===== config.mk =====
export PLATFORM = sky130hd
export DESIGN_NAME = gpio_ctrl
export DESIGN_NICKNAME = d
export VERILOG_FILES = /design/src/rtl/gpio_pkg.sv /design/src/rtl/gpio_irq_detect.sv /design/src/rtl/gpio_ctrl.sv
export SDC_FILE = /design/constraint.sdc
export NUM_CORES = 1
export LEC_CHECK = 0
export BUFFER_PORTS_ARGS = -buffer_cell sky130_fd_sc_hd__buf_2
export CAP_MARGIN = 20
export CORE_MARGIN = 8
export CORE_UTILIZATION = 45
export DETAILED_ROUTE_END_ITERATION = 6
export MAX_ROUTING_LAYER = met4
export PLACE_DENSITY = 0.67
export SLEW_MARGIN = 0
export SYNTH_ARGS = -nofsm -noshare
export SYNTH_HDL_FRONTEND = slang
export SYNTH_HIERARCHICAL = 1
export SYNTH_SLANG_ARGS = --single-unit

===== constraint.sdc =====
create_clock -name clk -period 5.6 [get_ports clk]
set_input_delay 0.84 -clock clk [delete_from_list [all_inputs] [get_ports clk]]
set_output_delay 0.84 -clock clk [all_outputs]
set_load 0.03 [all_outputs]

===== src/rtl/gpio_pkg.sv =====
// Shared constants for the GPIO register block: register addresses, ID defaults, reset values.
// Latency: n/a (declarations only).
// Backpressure: n/a (declarations only).
package gpio_pkg;

   // Word addresses of the register map (addr[5:2])
   localparam logic [3:0] ADDR_NAME       = 4'd0;
   localparam logic [3:0] ADDR_VERSION    = 4'd1;
   localparam logic [3:0] ADDR_TRISTATE   = 4'd2;
   localparam logic [3:0] ADDR_PINSTATE   = 4'd3;
   localparam logic [3:0] ADDR_IRQ_MASK   = 4'd4;
   localparam logic [3:0] ADDR_DATA       = 4'd5;
   localparam logic [3:0] ADDR_SCRATCH    = 4'd6;
   localparam logic [3:0] ADDR_IRQ_STATUS = 4'd7;
   localparam logic [3:0] ADDR_IRQ_EDGE   = 4'd8;
   localparam logic [3:0] ADDR_IRQ_POL    = 4'd9;
   localparam logic [3:0] ADDR_DATA_SET   = 4'd10;
   localparam logic [3:0] ADDR_DATA_CLR   = 4'd11;
   localparam logic [3:0] ADDR_DATA_TGL   = 4'd12;

   // Identification defaults
   localparam logic [31:0] DEF_CHIP_NAME    = 32'h48524a44;
   localparam logic [31:0] DEF_CHIP_VERSION = 32'h00000002;

   // Every pad comes out of reset as an input
   localparam logic [31:0] TRISTATE_RST = 32'hFFFF_FFFF;

endpackage


===== src/rtl/gpio_irq_detect.sv =====
// Pad synchroniser plus per-pin edge/level event detection into a sticky W1C status vector.
// Latency: pad change before edge N -> sync after N+1 -> status after N+2.
// Backpressure: none; events are captured every cycle, a same-cycle event beats a clear.
module gpio_irq_detect #(
   parameter int NPINS = 16
) (
   input  logic             clk,
   input  logic             reset,
   input  logic [NPINS-1:0] pins,
   input  logic [NPINS-1:0] edge_sel,
   input  logic [NPINS-1:0] pol,
   input  logic [NPINS-1:0] clr,
   output logic [NPINS-1:0] sync,
   output logic [NPINS-1:0] status
);

   logic [NPINS-1:0] s1;
   logic [NPINS-1:0] s2;
   logic [NPINS-1:0] prev;
   logic [NPINS-1:0] event_hit;

   // Two-flop synchroniser plus one delayed copy for edge detection
   always_ff @(posedge clk) begin
      if (reset) begin
         s1   <= '0;
         s2   <= '0;
         prev <= '0;
      end else begin
         s1   <= pins;
         s2   <= s1;
         prev <= s2;
      end
   end

   // Per-pin event: edge or level, polarity chosen by pol
   always_comb begin
      event_hit = '0;
      for (int i = 0; i < NPINS; i++) begin
         if (edge_sel[i])
            event_hit[i] = pol[i] ? (s2[i] & ~prev[i]) : (~s2[i] & prev[i]);
         else
            event_hit[i] = pol[i] ? s2[i] : ~s2[i];
      end
   end

   // Sticky status; set has priority over a simultaneous clear
   always_ff @(posedge clk) begin
      if (reset)
         status <= '0;
      else
         status <= (status & ~clr) | event_hit;
   end

   assign sync = s2;

endmodule


===== src/rtl/gpio_ctrl.sv =====
// Parametrised GPIO register file: pad direction/data, pin readback, interrupt config and status.
// Latency: reads return one cycle after sel is sampled; writes take effect at the sampling edge.
// Backpressure: none; the bus is always accepted, rdata holds when no read occurs.
module gpio_ctrl
   import gpio_pkg::*;
#(
   parameter int          NPINS        = 16,
   parameter logic [31:0] CHIP_NAME    = DEF_CHIP_NAME,
   parameter logic [31:0] CHIP_VERSION = DEF_CHIP_VERSION
) (
   input  logic             clk,
   input  logic             reset,
   input  logic             sel,
   input  logic [5:2]       addr,
   input  logic             r_wn,
   input  logic [3:0]       wben,
   input  logic [31:0]      wdata,
   input  logic [NPINS-1:0] ro_gpio_pinstate,
   output logic [31:0]      rdata,
   output logic [NPINS-1:0] rf_gpio_datareg,
   output logic [NPINS-1:0] rf_gpio_tristate,
   output logic             irq
);

   logic             wr_en;
   logic             rd_en;
   logic [31:0]      bmask;
   logic [NPINS-1:0] pmask;
   logic [NPINS-1:0] pdata;

   logic [NPINS-1:0] data_q;
   logic [NPINS-1:0] tristate_q;
   logic [NPINS-1:0] mask_q;
   logic [NPINS-1:0] edge_q;
   logic [NPINS-1:0] pol_q;
   logic [31:0]      scratch_q;

   logic [NPINS-1:0] status;
   logic [NPINS-1:0] sync;
   logic [NPINS-1:0] status_clr;
   logic [31:0]      rd_mux;

   assign wr_en = sel & ~r_wn;
   assign rd_en = sel & r_wn;

   // Byte enables gate every write, including the strobe-style registers
   assign bmask = {{8{wben[3]}}, {8{wben[2]}}, {8{wben[1]}}, {8{wben[0]}}};
   assign pmask = bmask[NPINS-1:0];
   assign pdata = wdata[NPINS-1:0] & pmask;

   assign status_clr = (wr_en && addr == ADDR_IRQ_STATUS) ? pdata : '0;

   gpio_irq_detect #(
      .NPINS (NPINS)
   ) u_irq_detect (
      .clk      (clk),
      .reset    (reset),
      .pins     (ro_gpio_pinstate),
      .edge_sel (edge_q),
      .pol      (pol_q),
      .clr      (status_clr),
      .sync     (sync),
      .status   (status)
   );

   // Register writes; reset wins over any access in the same cycle
   always_ff @(posedge clk) begin
      if (reset) begin
         data_q     <= '0;
         tristate_q <= TRISTATE_RST[NPINS-1:0];
         mask_q     <= '0;
         edge_q     <= '0;
         pol_q      <= '0;
         scratch_q  <= '0;
      end else if (wr_en) begin
         case (addr)
            ADDR_TRISTATE: tristate_q <= (tristate_q & ~pmask) | pdata;
            ADDR_IRQ_MASK: mask_q     <= (mask_q & ~pmask) | pdata;
            ADDR_DATA:     data_q     <= (data_q & ~pmask) | pdata;
            ADDR_SCRATCH:  scratch_q  <= (scratch_q & ~bmask) | (wdata & bmask);
            ADDR_IRQ_EDGE: edge_q     <= (edge_q & ~pmask) | pdata;
            ADDR_IRQ_POL:  pol_q      <= (pol_q & ~pmask) | pdata;
            ADDR_DATA_SET: data_q     <= data_q | pdata;
            ADDR_DATA_CLR: data_q     <= data_q & ~pdata;
            ADDR_DATA_TGL: data_q     <= data_q ^ pdata;
            default: ;
         endcase
      end
   end

   // Read mux; pin registers zero-extend, write-only and reserved slots read 0
   always_comb begin
      rd_mux = '0;
      case (addr)
         ADDR_NAME:       rd_mux = CHIP_NAME;
         ADDR_VERSION:    rd_mux = CHIP_VERSION;
         ADDR_TRISTATE:   rd_mux = 32'(tristate_q);
         ADDR_PINSTATE:   rd_mux = 32'(sync);
         ADDR_IRQ_MASK:   rd_mux = 32'(mask_q);
         ADDR_DATA:       rd_mux = 32'(data_q);
         ADDR_SCRATCH:    rd_mux = scratch_q;
         ADDR_IRQ_STATUS: rd_mux = 32'(status);
         ADDR_IRQ_EDGE:   rd_mux = 32'(edge_q);
         ADDR_IRQ_POL:    rd_mux = 32'(pol_q);
         default:         rd_mux = '0;
      endcase
   end

   // Registered read data, held between reads
   always_ff @(posedge clk) begin
      if (reset)
         rdata <= '0;
      else if (rd_en)
         rdata <= rd_mux;
   end

   // Registered interrupt request from enabled pending bits
   always_ff @(posedge clk) begin
      if (reset)
         irq <= 1'b0;
      else
         irq <= |(status & mask_q);
   end

   assign rf_gpio_datareg  = data_q;
   assign rf_gpio_tristate = tristate_q;

endmodule


== Word-level counts from Yosys, hierarchy flattened ==
Index checks and enable logic that the tools add are counted.

* Bits in registers: 209
* Bits of input ports: 60
* Output and inout port bits: 65
* Logic and storage cells: 176

* Equality and inequality tests: 12
* Muxes and demuxes: 51
* Bitwise operators: 91
* Reduce and logical (&&, ||, !) cells: 10

{| class="wikitable"
|+ Operators with widths
! operator !! number
|-
| 32-bit one-hot mux with 10 select lines || 1
|-
| 16-bit AND || 9
|-
| 16-bit bitwise OR || 7
|-
| 32-bit AND || 2
|-
| 16-bit one-hot mux with 4 select lines || 1
|-
| 1-bit two-way mux || 48
|-
| 16-bit NOT || 3
|-
| 1-bit AND || 34
|-
| 1-bit NOT || 33
|-
| 32-bit NOT || 1
|-
| 32-bit bitwise OR || 1
|-
| 4-bit == test (second input constant) || 5
|-
| 4-bit by 3-bit == test with 1-bit output (second input constant) || 4
|-
| 16-bit two-way mux || 1
|-
| 16-bit OR reduction || 1
|-
| 16-bit bitwise XOR || 1
|-
| 2-bit AND reduction || 6
|-
| 4-bit by 2-bit == test with 1-bit output (second input constant) || 2
|-
| 4-bit by 1-bit == test with 1-bit output (second input constant) || 1
|-
| 4-bit logical NOT || 1
|-
| 4-bit nonzero test || 1
|-
| 1-bit logical AND || 1
|}

== Logic depth before layout (Yosys ltp) ==
Gate-level depths: netlist of the first run.

* Word-level depth: 7
* Gate-level depth with buffers: 8
* Gate-level depth less buffers: 6

== Hierarchy ==
The synthesis of the first run kept the hierarchy.

{| class="wikitable"
|+ By module, submodules not included
! module !! times used !! cells an instance !! area each (um2) !! seq. area each (um2)
|-
| gpio_ctrl || 1 || 862 || 7178.1 || 2902.8
|-
| gpio_irq_detect || 1 || 231 || 2301.0 || 1281.2
|}

== Worst setup path after synthesis of the first run ==
OpenSTA, ideal clock, no wires.

* Kind: input -> register
* Start: input addr[3] (netlist bit)
* End: register u_irq_detect.status[10]
* Library setup time: 0.126 ns
* Data arrival time: 2.222 ns
* Data required time: 5.474 ns
* Slack: 3.252 ns
* Cell stages on the path: 8
* Buffers on the path: 4
* Cell sequence: buf_2 -> buf_2 -> buf_1 -> nand4_1 -> clkbuf_1 -> nor2_1 -> nand2b_1 -> a31oi_2

* Longest elaborated chain between the ends: 6

{| class="wikitable"
|+ Ends and longest elaborated chain
! item !! RTL line !! text
|-
| start, declared || gpio_ctrl.sv:14 || <nowiki>input logic [5:2] addr,</nowiki>
|-
| 4-bit by 3-bit == test with 1-bit output || gpio_ctrl.sv:51 || <nowiki>assign status_clr = (wr_en && addr == ADDR_IRQ_STATUS) ? pdata : '0;</nowiki>
|-
| 1-bit logical AND || gpio_ctrl.sv:51 ||
|-
| 16-bit two-way mux || gpio_ctrl.sv:51 ||
|-
| net status_clr[10] || gpio_ctrl.sv:40 || <nowiki>logic [NPINS-1:0] status_clr;</nowiki>
|-
| 16-bit NOT || gpio_irq_detect.sv:51 || <nowiki>status <= (status & ~clr) | event_hit;</nowiki>
|-
| 16-bit AND || gpio_irq_detect.sv:51 ||
|-
| 16-bit bitwise OR || gpio_irq_detect.sv:51 ||
|-
| end signal, assigned || gpio_irq_detect.sv:51 ||
|-
| end, declared || gpio_irq_detect.sv:14 || <nowiki>output logic [NPINS-1:0] status</nowiki>
|}

The timed path passes the listed nets, and every way through them passes these cells.
A chain may end at the register's enable or synchronous reset.

== Worst setup path in the final report of the first run ==
* Start: input addr[4] (netlist bit)
* End: register u_irq_detect.status[15]

Same word-level chain as after synthesis.

==> results of run 1 <==
## per-layer routing
layer / track usage [%] / wire (um)
met1: 30.8 / 13300
met2: 30.5 / 12100
met3: 4.94 / 2660
met4: 5.98 / 698
met5: - / 0
## worst register-to-register path, delay by kind of cell (launching register included)
kind | cells | cell delay [ps]
flip-flops | 1 | 360
AO/OA/AOI/OAI | 4 | 1360
## how the worst max path moves through the flow
stage / endpoint / slack (ps) / depth (start not counted)
global placement: u_irq_detect/status[5]$_SDFF_PP0_ / 1770 / 6
floorplan: u_irq_detect/status[10]$_SDFF_PP0_ / 3250 / 8
global route: u_irq_detect/status[15]$_SDFF_PP0_ / 1960 / 6
detailed placement: u_irq_detect/status[10]$_SDFF_PP0_ / 1730 / 6
finish: u_irq_detect/status[15]$_SDFF_PP0_ / 2130 / 6
CTS: u_irq_detect/status[15]$_SDFF_PP0_ / 2150 / 6
## stage by stage
step	power, mW	utilization, %	cells	area (um2)	hold WS (ps)
5_1_grt	3.37	52.1	1464	10800	453
4_1_cts	3.28	52.1	1464	10800	434
3_3_place_gp	1.84	48.7	1424	10100	418
2_1_floorplan	1.75	-	1093	9480	414
6_report	3.25	52.1	1464	10800	433
3_5_place_dp	1.84	48.7	1424	10100	421
## power breakdown
group | internal (mW) | total (mW) | leakage (nW) | switching [mW]
logic | 0.0857 | 0.266 | 2.58 | 0.181
registers | 1.52 | 1.55 | 1.70 | 0.0312
clock network | 0.840 | 1.44 | 0.346 | 0.596
total | 2.45 | 3.25 | 4.63 | 0.807
## cells in the final DEF, fill, tap and decap left out, types with 3 or more instances in the layout
cell / count
dfxtp_1: 209
nor2_1: 155
buf_2: 123
nand2_1: 96
mux2i_1: 75
o21ai_0: 74
nor2b_1: 61
nand3_1: 47
a21oi_1: 45
inv_1: 38
a22oi_1: 26
clkbuf_16: 23
a211oi_1: 21
nor3_1: 21
nand2b_1: 18
a211o_1: 16
ha_1: 16
a31oi_2: 16
a221oi_1: 14
mux2_2: 9
a22o_1: 7
buf_4: 7
clkbuf_1: 6
and3_1: 5
clkinv_2: 5
mux4_2: 4
nand4_1: 3
and2_1: 3
o32ai_1: 3
a31oi_1: 3
a2111oi_0: 3
clkbuf_8: 3
## logic make-up (layout without fill, tap and decap cells)
group | after synthesis | count (layout) | synth area share (%)
flip-flops | 209 | 209 | 44.1
AO/OA/AOI/OAI | 245 | 245 | 17.8
XOR/XNOR | 1 | 1 | 0.0924
buffers and inverters | 113 | 209 | 5.43
adder cells (fa/ha/maj) | 16 | 16 | 2.11
AND/OR/NAND/NOR | 421 | 421 | 20.5
multiplexers | 88 | 88 | 9.94
## layout make-up
cell class	count	area share [%]
tap	275	3.17
multi-input combinational	771	44.1
clock buffer	32	5.90
inverter	38	1.32
clock inverter	8	0.646
sequential	209	38.6
timing repair buffer	131	6.27
==> flow_summary.ini, run 1 <==
[outcome]
outcome = complete, no violations

[timing]
rsz0062_at_grt = false
max_freq_ghz = 0.288
finalSetupTns_ps = 0
layout_setup_ws_ps = 2130
finalSetupViolCount = 0
skew_ps = 14.6
max_slew.worst_pin.slew_ps = 1150
drv_slew = 0
slew-limit-headroom_pct = 22.8
fin_crit_sh_pct = 62.0
hold_viol_final = 0
period_needed_ps = 3470

[synth]
yosys-top-cells-area = dfxtp_1 44%, mux2i_1 7.9%, nor2_1 6.1%, nor2b_1 4.0%, o21ai_0 3.9%
synthesis.nets = 1169
ys_ff_latch = 209
synth_edf_count = 0
synth_cell_types = 55
yosysWarningCount = 6
synth_top_area_cell = dfxtp_1
ys.flop_type = dfxtp_1
yosys-top-cells-count = 209 x dfxtp_1, 155 x nor2_1, 96 x nand2_1
synthArstFlopShare_pct = 0
syn_avg_cell_area_um2 = 8.67
synth_area_um2 = 9480
synth_most_common_cell = dfxtp_1
syn_inst = 1093
seq_area_frac_synth_pct = 44.1
synth_top_cell_area_share_pct = 44.1

[clocking]
clock_latency_ps = 510
numCtsBuffers = 23
clk_pin_slew_ps = 50
clockBufferDepth = 3
cts_resized = 0
htreeDepth = 1
cts_root_buf = clkbuf_16
cts_tree = yes
cts_setup_buffers = 0
clkSinkCount = 209
ctsHoldBuffers = 0

[placed_design]
io_buffer_count = 124
gp_congestion = 0.955
place_ws_ps = 1730
hpwl_um = 19900

[critical_path]
end_kind = register
rr_startpoint = u_irq_detect/sync[6]$_SDFF_PP0_
path_buf_inv = 1
reg2reg_depth = 4
regToRegSetupSlack_ps = 3740
cpPeakStageDelay_ps = 880
critPathMaxFanout = 42
startpoint_type = primary input
worstSetupPathType = in -> reg
crit_path_start = addr[4]
required_ps = 5940
critPathTopFamily = simple AND/OR/NAND/NOR gates
r2r-end = rdata[6]$_SDFFE_PP0P_
crit_chain = buf_2 > nor2b_1 > nand4_1 > nor2_1 > nand2b_1 > a31oi_2
cp.arrival_ps = 3810
critPathSlowestCell = nand4_1

[route]
drc = 0
wirelength_um = 28700
drt_iter0_markers = 792
viasPerCell = 5.63
drt-wirelength-per-cell_um = 19.6
firstDrtPassIters = 5
vias = 8247
drtAntennaViolNets = 0

[hold_path]
min_path_type = reg -> reg
hold-path-endpoint = u_irq_detect/sync[10]$_SDFF_PP0_
hold_depth = 1
min_from = u_irq_detect/s1[10]$_SDFF_PP0_

[floorplanning]
die_h_um = 161
ios = 125
num_rows = 53
die_area_um2 = 26000
start_util_pct = 45.5
core_um2 = 20800
die_x_um = 161

[pwr]
power.density_nw_per_um2 = 300
ir_drop_mv = 0.171
leakage_nw = 4.63

[final_layout]
area_growth_pct = 14.4
register_area_um2 = 4180
num-fill-cells = 2036
num_antenna_cells = 0
layout-drive-gt1-share_pct = 16.7
multiInputGateArea_um2 = 4780
finalNetCount = 1250

[global_route]
grt_max_degree = 80
gr-total-overflow = 0
antenna_found_initial = 0
grt_pass1_vias = 7483
track_usage_pct = 21.8
grt_pass1_wl_um = 44100

[run]
maxCapViolCount = 0
(Power assumes the default switching activity.)
==> run 2, diff against run 1 <==
==> constraint.sdc (replaced) <==
create_clock -name clk -period 3.5 [get_ports clk]
set_input_delay 0.525 -clock clk [delete_from_list [all_inputs] [get_ports clk]]
set_output_delay 0.525 -clock clk [all_outputs]
set_load 0.03 [all_outputs]
==> flow_summary.ini, run 2 (same netlist as run 1, synthesis figures left out) <==
[outcome]
outcome = complete, no violations

[clocking]
numCtsBuffers = 23
htreeDepth = 1
clockBufferDepth = 3
cts_resized = 0
cts_setup_buffers = 0
cts_root_buf = clkbuf_16
cts_tree = yes
clock_latency_ps = 520
ctsHoldBuffers = 0
clk_pin_slew_ps = 60
clkSinkCount = 209

[final_layout]
final_cells = 1475
final_cell_mix = 209 x dfxtp_1, 155 x nor2_1, 123 x buf_2
layout_commonest_cell = dfxtp_1
area_growth_pct = 16.1
finalNetCount = 1262
fin_util_pct = 52.9
num_antenna_cells = 0
layout-drive-gt1-share_pct = 17.6
postLayoutCellArea_um2 = 11000

[hold_path]
min_path_type = in -> reg
hold-path-endpoint = u_irq_detect/s1[11]$_SDFF_PP0_
hold_depth = 2
min_from = ro_gpio_pinstate[11]

[critical_path]
startpoint_type = primary input
end_kind = register
cpPeakStageDelay_ps = 800
r2r-end = rdata[10]$_SDFFE_PP0P_
crit_chain = buf_2 > buf_4 > nor2b_1 > buf_4 > a22oi_1 > o32ai_1 > a21oi_1 > o21ai_0
critPathMaxFanout = 37
required_ps = 3940
critPathSlowestCell = nor2b_1
cp_common_cell = buf_4
regToRegSetupSlack_ps = 1770
reg2reg_depth = 5
worstSetupPathType = in -> reg
cp.arrival_ps = 2670
rr_startpoint = rf_gpio_datareg[10]$_SDFFE_PP0P_

[global_route]
antenna_found_initial = 0
gr-total-overflow = 0
track_usage_pct = 22.7
grt_max_degree = 170
grt_pass1_wl_um = 45900
grt_pass1_vias = 7819

[route]
drt_iter0_markers = 916
drc = 0
wirelength_um = 29700
firstDrtPassIters = 6
vias = 8302
drtAntennaViolNets = 0
drt-wirelength-per-cell_um = 20.1
viasPerCell = 5.63

[placed_design]
io_buffer_count = 124
hpwl_um = 20600
dpl-instance-area_um2 = 10200
gp_congestion = 0.914
dp_cells = 1436

[floorplanning]
num_rows = 53
die_x_um = 161
die_h_um = 161
start_util_pct = 45.5
die_area_um2 = 26000
ios = 125
core_um2 = 20800

[timing]
fin_crit_sh_pct = 63.8
slew-limit-headroom_pct = 37.7
skew_ps = 14.2
max_slew.worst_pin.slew_ps = 933
hold_viol_final = 0
finalSetupTns_ps = 0
drv_slew = 0
period_needed_ps = 2230
max_freq_ghz = 0.448
rsz0062_at_grt = false
finalSetupViolCount = 0

[pwr]
ir_drop_mv = 0.309
p_total_mw = 5.42
leakage_nw = 4.72
power.density_nw_per_um2 = 492

[run]
maxCapViolCount = 0
==> run 2: final cells by class <==
class | count | area [um2]
clock inverters | 7 | 114
flip-flops and latches | 209 | 4180
inverters | 38 | 143
clock buffers | 32 | 659
well taps | 275 | 344
repair buffers | 143 | 782
multi-input cells | 771 | 4780
fillers | 2013 | 9820
==> run 2: power by group <==
| group | total [mW] | switching [mW] | internal [mW] |
|---|---|---|---|
| sequential | 2.48 | 0.0522 | 2.43 |
| combinational | 0.433 | 0.290 | 0.143 |
| clock | 2.50 | 0.976 | 1.53 |
==> run 2: per-layer routing <==
metal | track usage, % | vias to the layer above | wire [um]
li1 | - | 3996 | -
met1 | 32.3 | 3900 | 14100
met2 | 31.7 | 344 | 12200
met3 | 4.15 | 62 | 2440
met4 | 7.70 | 0 | 956
met5 | - | - | 0
==> run 2: how the worst max path moves through the flow <==
stage                        from                                 end  slack, ps  cells past startpoint
after global placement    addr[3]     rf_gpio_datareg[8]$_SDFFE_PP0P_        880                      7
after floorplan           addr[3]  u_irq_detect/status[10]$_SDFF_PP0_       1470                      8
after CTS                 addr[3]     rf_gpio_datareg[6]$_SDFFE_PP0P_       1330                      7
final                     addr[3]              rdata[15]$_SDFFE_PP0P_       1270                      8
after detailed placement  addr[3]    rf_gpio_datareg[14]$_SDFFE_PP0P_        790                      7
after global routing      addr[3]              rdata[15]$_SDFFE_PP0P_       1050                      8
==> run 2: per-stage QoR <==
step           setup WS, ps  hold WS [ps]
6_report               1270           220
5_1_grt                1050           221
4_1_cts                1330           208
3_5_place_dp            794           421
3_3_place_gp            878           417
2_1_floorplan          1470           414
==> run 2: critical path: cells and delay by family <==
kind	cells	cell delay (ps)
AOI/OAI and AO/OA	4	550
buffers and inverters	3	780
and+or+nand+nor	1	800
